## config.mk

```make
export PLATFORM = sky130hd
export DESIGN_NAME = mc_ctrl
export DESIGN_NICKNAME = d
export VERILOG_FILES = /design/src/rtl/mc_pkg.sv /design/src/rtl/aludec.sv /design/src/rtl/mc_ctrl.sv
export SDC_FILE = /design/constraint.sdc
export NUM_CORES = 1
export LEC_CHECK = 0
export ABC_AREA = 1
export CAP_MARGIN = 40
export CORE_UTILIZATION = 35
export CTS_CLUSTER_DIAMETER = 30
export DETAILED_ROUTE_END_ITERATION = 16
export DONT_BUFFER_PORTS = 1
export SLEW_MARGIN = 10
export SYNTH_ARGS = -nofsm -noshare
export SYNTH_HDL_FRONTEND = slang
export SYNTH_SLANG_ARGS = --single-unit
```

## constraint.sdc

```tcl
create_clock -name clk -period 2.2 [get_ports clk]
set_clock_uncertainty 0.15 [all_clocks]
set_input_delay 0.22 -clock clk [delete_from_list [all_inputs] [get_ports clk]]
set_output_delay 0.22 -clock clk [all_outputs]
set_load 0.05 [all_outputs]
```

## src/rtl/mc_pkg.sv

```systemverilog
// Shared types and encodings for the multicycle MIPS controller.
package mc_pkg;

  typedef enum logic [3:0] {
    FETCH,
    DECODE,
    MEMADR,
    MEMRD,
    MEMWB,
    MEMWR,
    RTYPEEX,
    RTYPEWB,
    BEQEX,
    BNEEX,
    ADDIEX,
    ADDIWB,
    JEX
  } state_t;

  localparam logic [5:0] OP_RTYPE = 6'b000000;
  localparam logic [5:0] OP_LW    = 6'b100011;
  localparam logic [5:0] OP_SW    = 6'b101011;
  localparam logic [5:0] OP_BEQ   = 6'b000100;
  localparam logic [5:0] OP_BNE   = 6'b000101;
  localparam logic [5:0] OP_ADDI  = 6'b001000;
  localparam logic [5:0] OP_J     = 6'b000010;

  localparam logic [1:0] ALUOP_ADD   = 2'b00;
  localparam logic [1:0] ALUOP_SUB   = 2'b01;
  localparam logic [1:0] ALUOP_RTYPE = 2'b10;
  localparam logic [1:0] ALUOP_BNE   = 2'b11;

endpackage

```

## src/rtl/aludec.sv

```systemverilog
// ALU decoder: maps the controller's aluop and the R-type funct field to an ALU operation.
module aludec
  import mc_pkg::*;
(
  input  logic [1:0] aluop,
  input  logic [5:0] funct,
  output logic [2:0] alucontrol
);

  always_comb begin
    alucontrol = 3'b000;
    unique case (aluop)
      ALUOP_ADD: alucontrol = 3'b010;
      ALUOP_SUB: alucontrol = 3'b110;
      ALUOP_BNE: alucontrol = 3'b101;
      ALUOP_RTYPE: begin
        case (funct)
          6'b000011: alucontrol = 3'b010;
          6'b000100: alucontrol = 3'b110;
          6'b000000: alucontrol = 3'b000;
          6'b000001: alucontrol = 3'b001;
          6'b001100: alucontrol = 3'b111;
          6'b001001: alucontrol = 3'b011;
          6'b000010: alucontrol = 3'b100;
          default:   alucontrol = 3'b000;
        endcase
      end
      default: alucontrol = 3'b000;
    endcase
  end

endmodule

```

## src/rtl/mc_ctrl.sv

```systemverilog
// Multicycle MIPS main controller: Moore FSM for datapath enables/selects plus a retired-instruction counter.
module mc_ctrl
  import mc_pkg::*;
#(
  parameter int unsigned CNT_W = 32
) (
  input  logic             clk,
  input  logic             reset,
  input  logic [5:0]       op,
  input  logic [5:0]       funct,
  input  logic             zero,
  input  logic             mem_ready,
  output logic             mem_req,
  output logic             irwrite,
  output logic             pcen,
  output logic             regwrite,
  output logic             memwrite,
  output logic             iord,
  output logic             memtoreg,
  output logic             regdst,
  output logic             alusrca,
  output logic [1:0]       alusrcb,
  output logic [1:0]       pcsrc,
  output logic [2:0]       alucontrol,
  output logic             illegal_op,
  output logic [CNT_W-1:0] instret
);

  state_t     state, state_next;
  logic [1:0] aluop;
  logic       retire;
  logic       mem_req_s, irwrite_s, pcen_s, regwrite_s, memwrite_s, illegal_s;

  always_ff @(posedge clk) begin
    if (reset) begin
      state   <= FETCH;
      instret <= '0;
    end else begin
      state <= state_next;
      if (retire) instret <= instret + 1'b1;
    end
  end

  always_comb begin
    state_next = state;
    retire     = 1'b0;
    mem_req_s  = 1'b0;
    irwrite_s  = 1'b0;
    pcen_s     = 1'b0;
    regwrite_s = 1'b0;
    memwrite_s = 1'b0;
    illegal_s  = 1'b0;
    iord       = 1'b0;
    memtoreg   = 1'b0;
    regdst     = 1'b0;
    alusrca    = 1'b0;
    alusrcb    = 2'b00;
    pcsrc      = 2'b00;
    aluop      = ALUOP_ADD;
    unique case (state)
      FETCH: begin
        mem_req_s = 1'b1;
        alusrcb   = 2'b01;
        irwrite_s = mem_ready;
        pcen_s    = mem_ready;
        if (mem_ready) state_next = DECODE;
      end
      DECODE: begin
        alusrcb = 2'b11;
        case (op)
          OP_LW, OP_SW: state_next = MEMADR;
          OP_RTYPE:     state_next = RTYPEEX;
          OP_BEQ:       state_next = BEQEX;
          OP_BNE:       state_next = BNEEX;
          OP_ADDI:      state_next = ADDIEX;
          OP_J:         state_next = JEX;
          default: begin
            illegal_s  = 1'b1;
            state_next = FETCH;
          end
        endcase
      end
      MEMADR: begin
        alusrca    = 1'b1;
        alusrcb    = 2'b10;
        // op is still held in the instruction register; anything other than lw is sw here
        state_next = (op == OP_LW) ? MEMRD : MEMWR;
      end
      MEMRD: begin
        mem_req_s = 1'b1;
        iord      = 1'b1;
        if (mem_ready) state_next = MEMWB;
      end
      MEMWB: begin
        regwrite_s = 1'b1;
        memtoreg   = 1'b1;
        retire     = 1'b1;
        state_next = FETCH;
      end
      MEMWR: begin
        mem_req_s  = 1'b1;
        iord       = 1'b1;
        memwrite_s = 1'b1;
        if (mem_ready) begin
          retire     = 1'b1;
          state_next = FETCH;
        end
      end
      RTYPEEX: begin
        alusrca    = 1'b1;
        aluop      = ALUOP_RTYPE;
        state_next = RTYPEWB;
      end
      RTYPEWB: begin
        regwrite_s = 1'b1;
        regdst     = 1'b1;
        retire     = 1'b1;
        state_next = FETCH;
      end
      BEQEX, BNEEX: begin
        alusrca    = 1'b1;
        pcsrc      = 2'b01;
        aluop      = (state == BEQEX) ? ALUOP_SUB : ALUOP_BNE;
        pcen_s     = (state == BEQEX) ? zero : ~zero;
        retire     = 1'b1;
        state_next = FETCH;
      end
      ADDIEX: begin
        alusrca    = 1'b1;
        alusrcb    = 2'b10;
        state_next = ADDIWB;
      end
      ADDIWB: begin
        regwrite_s = 1'b1;
        retire     = 1'b1;
        state_next = FETCH;
      end
      JEX: begin
        pcsrc      = 2'b10;
        pcen_s     = 1'b1;
        retire     = 1'b1;
        state_next = FETCH;
      end
      default: state_next = FETCH;
    endcase
  end

  // Strobes that commit architectural state are suppressed while reset is held.
  always_comb begin
    mem_req    = mem_req_s  & ~reset;
    irwrite    = irwrite_s  & ~reset;
    pcen       = pcen_s     & ~reset;
    regwrite   = regwrite_s & ~reset;
    memwrite   = memwrite_s & ~reset;
    illegal_op = illegal_s  & ~reset;
  end

  aludec u_aludec (
    .aluop      (aluop),
    .funct      (funct),
    .alucontrol (alucontrol)
  );

endmodule

```

==> results of run 1 <==
## cells by family after synthesis
| group | synth area share (%) |
|---|---|
| flops | 27.89 |
| xor+xnor | 1.695 |
| simple gates | 48.91 |
| fa+ha+maj | 0.4842 |
| buf+inv | 11.72 |
| compound gates | 9.299 |
## through the flow
stage          std cells  util, %  cell area (sq um)
3_3_place_gp         598    43.06               2990
6_report             606    44.63               3099
3_5_place_dp         598    43.06               2990
4_1_cts              606    44.59               3097
2_1_floorplan        466        -               2587
5_1_grt              606    44.63               3099
## state kept, by name, summed over array words and instances, names as in the netlist
name and count:
instret 32, state 4
## report_power, final
group | internal, W | switching [W] | leakage, nW | total [W]
registers | 0.000655 | 0.00000602 | 0.290 | 0.000661
clock network | 0.000279 | 0.000239 | 0.0503 | 0.000518
logic | 0.0000388 | 0.000109 | 1.02 | 0.000148
## placed cells by master, fill, tap and decap left out, types with 7 or more instances in the layout
cell / count
nand3_1: 31
nor2_2: 7
o21ai_0: 9
dfxtp_1: 36
inv_1: 59
clkbuf_8: 7
buf_4: 46
nand4_1: 10
nor2_1: 80
a21oi_1: 24
nand2_1: 168
## path summary, 6_finish.rpt
path                             from                       end  depth (start not counted)
min reg2reg  instret[31]$_SDFFE_PP0P_  instret[31]$_SDFFE_PP0P_                          2
max             state[0]$_SDFFE_PP0P_             alucontrol[1]                          5
max reg2reg     state[2]$_SDFFE_PP0P_  instret[18]$_SDFFE_PP0P_                         10
min                             op[2]     state[3]$_SDFFE_PP0P_                          3
## final cells by class
cell class	count	share of cell area (%)
Clock buffer	7	3.109
Timing Repair Buffer	47	11.47
Multi-Input combinational cell	356	50.54
Tap cell	96	3.876
Inverter	64	7.751
Sequential cell	36	23.25
## critical path: stages (launching register included)
cell and delay (ns):
dfxtp_1 0.43, inv_1 0.10, nor2_2 0.18, inv_1 0.11, o31ai_1 0.21, nand2_1 0.35
## metal layers
metal,wire (um),share of wire (%),GRT usage [%],up-vias
met4,48,0.68,3.130,0
met2,3177,45,32.42,76
met5,0,0,0,-
li1,-,-,-,1539
met1,3392,48,26.34,1273
met3,468,6.6,5.749,4
## timing repair
| item | in CTS | in global routing |
|---|---|---|
| setup buffers | 0 | 0 |
| endpoints found under the setup margin | 0 | 2 |
| hold buffers | 1 | 0 |
| endpoints found under the hold margin | 17 | 0 |
| gates resized for setup | 0 | 1 |
==> results_dict.tcl, run 1 <==
set metrics [dict create \
    clock_sinks 36 \
    grt_pass1_wl_mm 12.05 \
    viasPerCell 4.772 \
    place.detailed.hpwl_mm 5.557 \
    post-synth-top-area-cell "dfxtp_1" \
    ioPinCount 65 \
    place_congestion 0.8594 \
    start_util_pct 37.21 \
    ys_seq_area_share_pct 27.89 \
    drive_above_1_share_pct 14.12 \
    arrival_ns 1.67 \
    synth_top_flop_cell "dfxtp_1" \
    track_usage_pct 19.85 \
    fin_total_pwr_w 0.001327 \
    io_buffer_count 0 \
    r2r_setup_slack_ns 0.24 \
    row_count 30 \
    seqCellArea_sq_um 720.7 \
    num_antenna_cells 0 \
    firstDrtPassIters 5 \
    hold_ws_ns 0.02138 \
    synth-async-reset-ratio_pct 0 \
    final_hold_viol_count 0 \
    insertion_delay_ns 0.29 \
    num-nets-final 527 \
    place_ws_ns 0.2397 \
    netlist_area_sq_um 2584 \
    coreArea_sq_um 6944 \
    max_cap_violations 0 \
    multi_input_area_sq_um 1567 \
    area_growth_pct 19.95 \
    worstSetupPathType "flip-flop to primary output" \
    dr_total_vias 2892 \
    final-setup-viol-count 0 \
    ant_nets 0 \
    fin_crit_ns 2.037 \
    grt_pass1_vias 2648 \
    numCtsBuffers 5 \
    leakage_nw 1.364 \
    synth_area_per_cell_sq_um 5.544 \
    cts_buffer_depth 2 \
    yosysMostFrequentCell "nand2_1" \
    worst_slack_ns 0.1629 \
    finalCritPeriodShare_pct 92.60 \
    fmax_mhz 490.9 \
    grt_max_degree 31 \
    rsz0062_at_grt "no" \
    hold_class "primary input to flip-flop" \
    dr.first_iter.drc_count 160 \
    dieHeight_um 87.92 \
    antenna_found_initial 0 \
    syn_inst 466 \
    netlist_top_cells_area "dfxtp_1 (28%), nand2_1 (24%), nor2_1 (12%), inv_1 (8.6%), nand3_1 (6.0%)" \
    startpoint_type "flip-flop" \
    worst_ir_drop_vdd_mv 0.1848 \
    synth.distinct_cells 31 \
    ctsHtreeMaxLevel 2 \
    dieWidth_um 87.92 \
    maxSlewViolCount 0 \
    yosysWarnings 0 \
    relSlewSlack_pct 45.59 \
    p_per_area_nw_per_um2 428.2 \
    synthTopCellsByCount "nand2_1 (168), nor2_1 (81), inv_1 (59)" \
    cts_tree "done" \
    synth_edf_count 0 \
    required_ns 1.83 \
    path_clk_slew_ns 0.07 \
    drt_wl_total_mm 7.086 \
    clk_root_buffer_cell "clkbuf_8" \
    critPathMaxFanout 5 \
    ys_seq_elements 36 \
    wire_per_inst_um 11.69 \
    status "finished clean" \
    synth_top_area_share_pct 27.89 \
    synth_nets 483 \
    grt.overflow.total 0 \
    setup_tns_ns 0 \
    die_area_sq_um 7730 \
    fillers 753 \
    tightest_slew_ns 0.8134 \
    cp-end-kind "primary output" \
    drc 0 \
]
(Power assumes the default switching activity.)
==> run 2, diff against run 1 <==
--- a/config.mk
+++ b/config.mk
@@ -6,6 +6,7 @@
 export NUM_CORES = 1
 export LEC_CHECK = 0
 export ABC_AREA = 1
+export ABC_CLOCK_PERIOD_IN_PS = 2200
 export CAP_MARGIN = 40
 export CORE_UTILIZATION = 35
 export CTS_CLUSTER_DIAMETER = 30
==> results of run 2 <==
Final layout, timing and power as in run 1 (identical DEF).
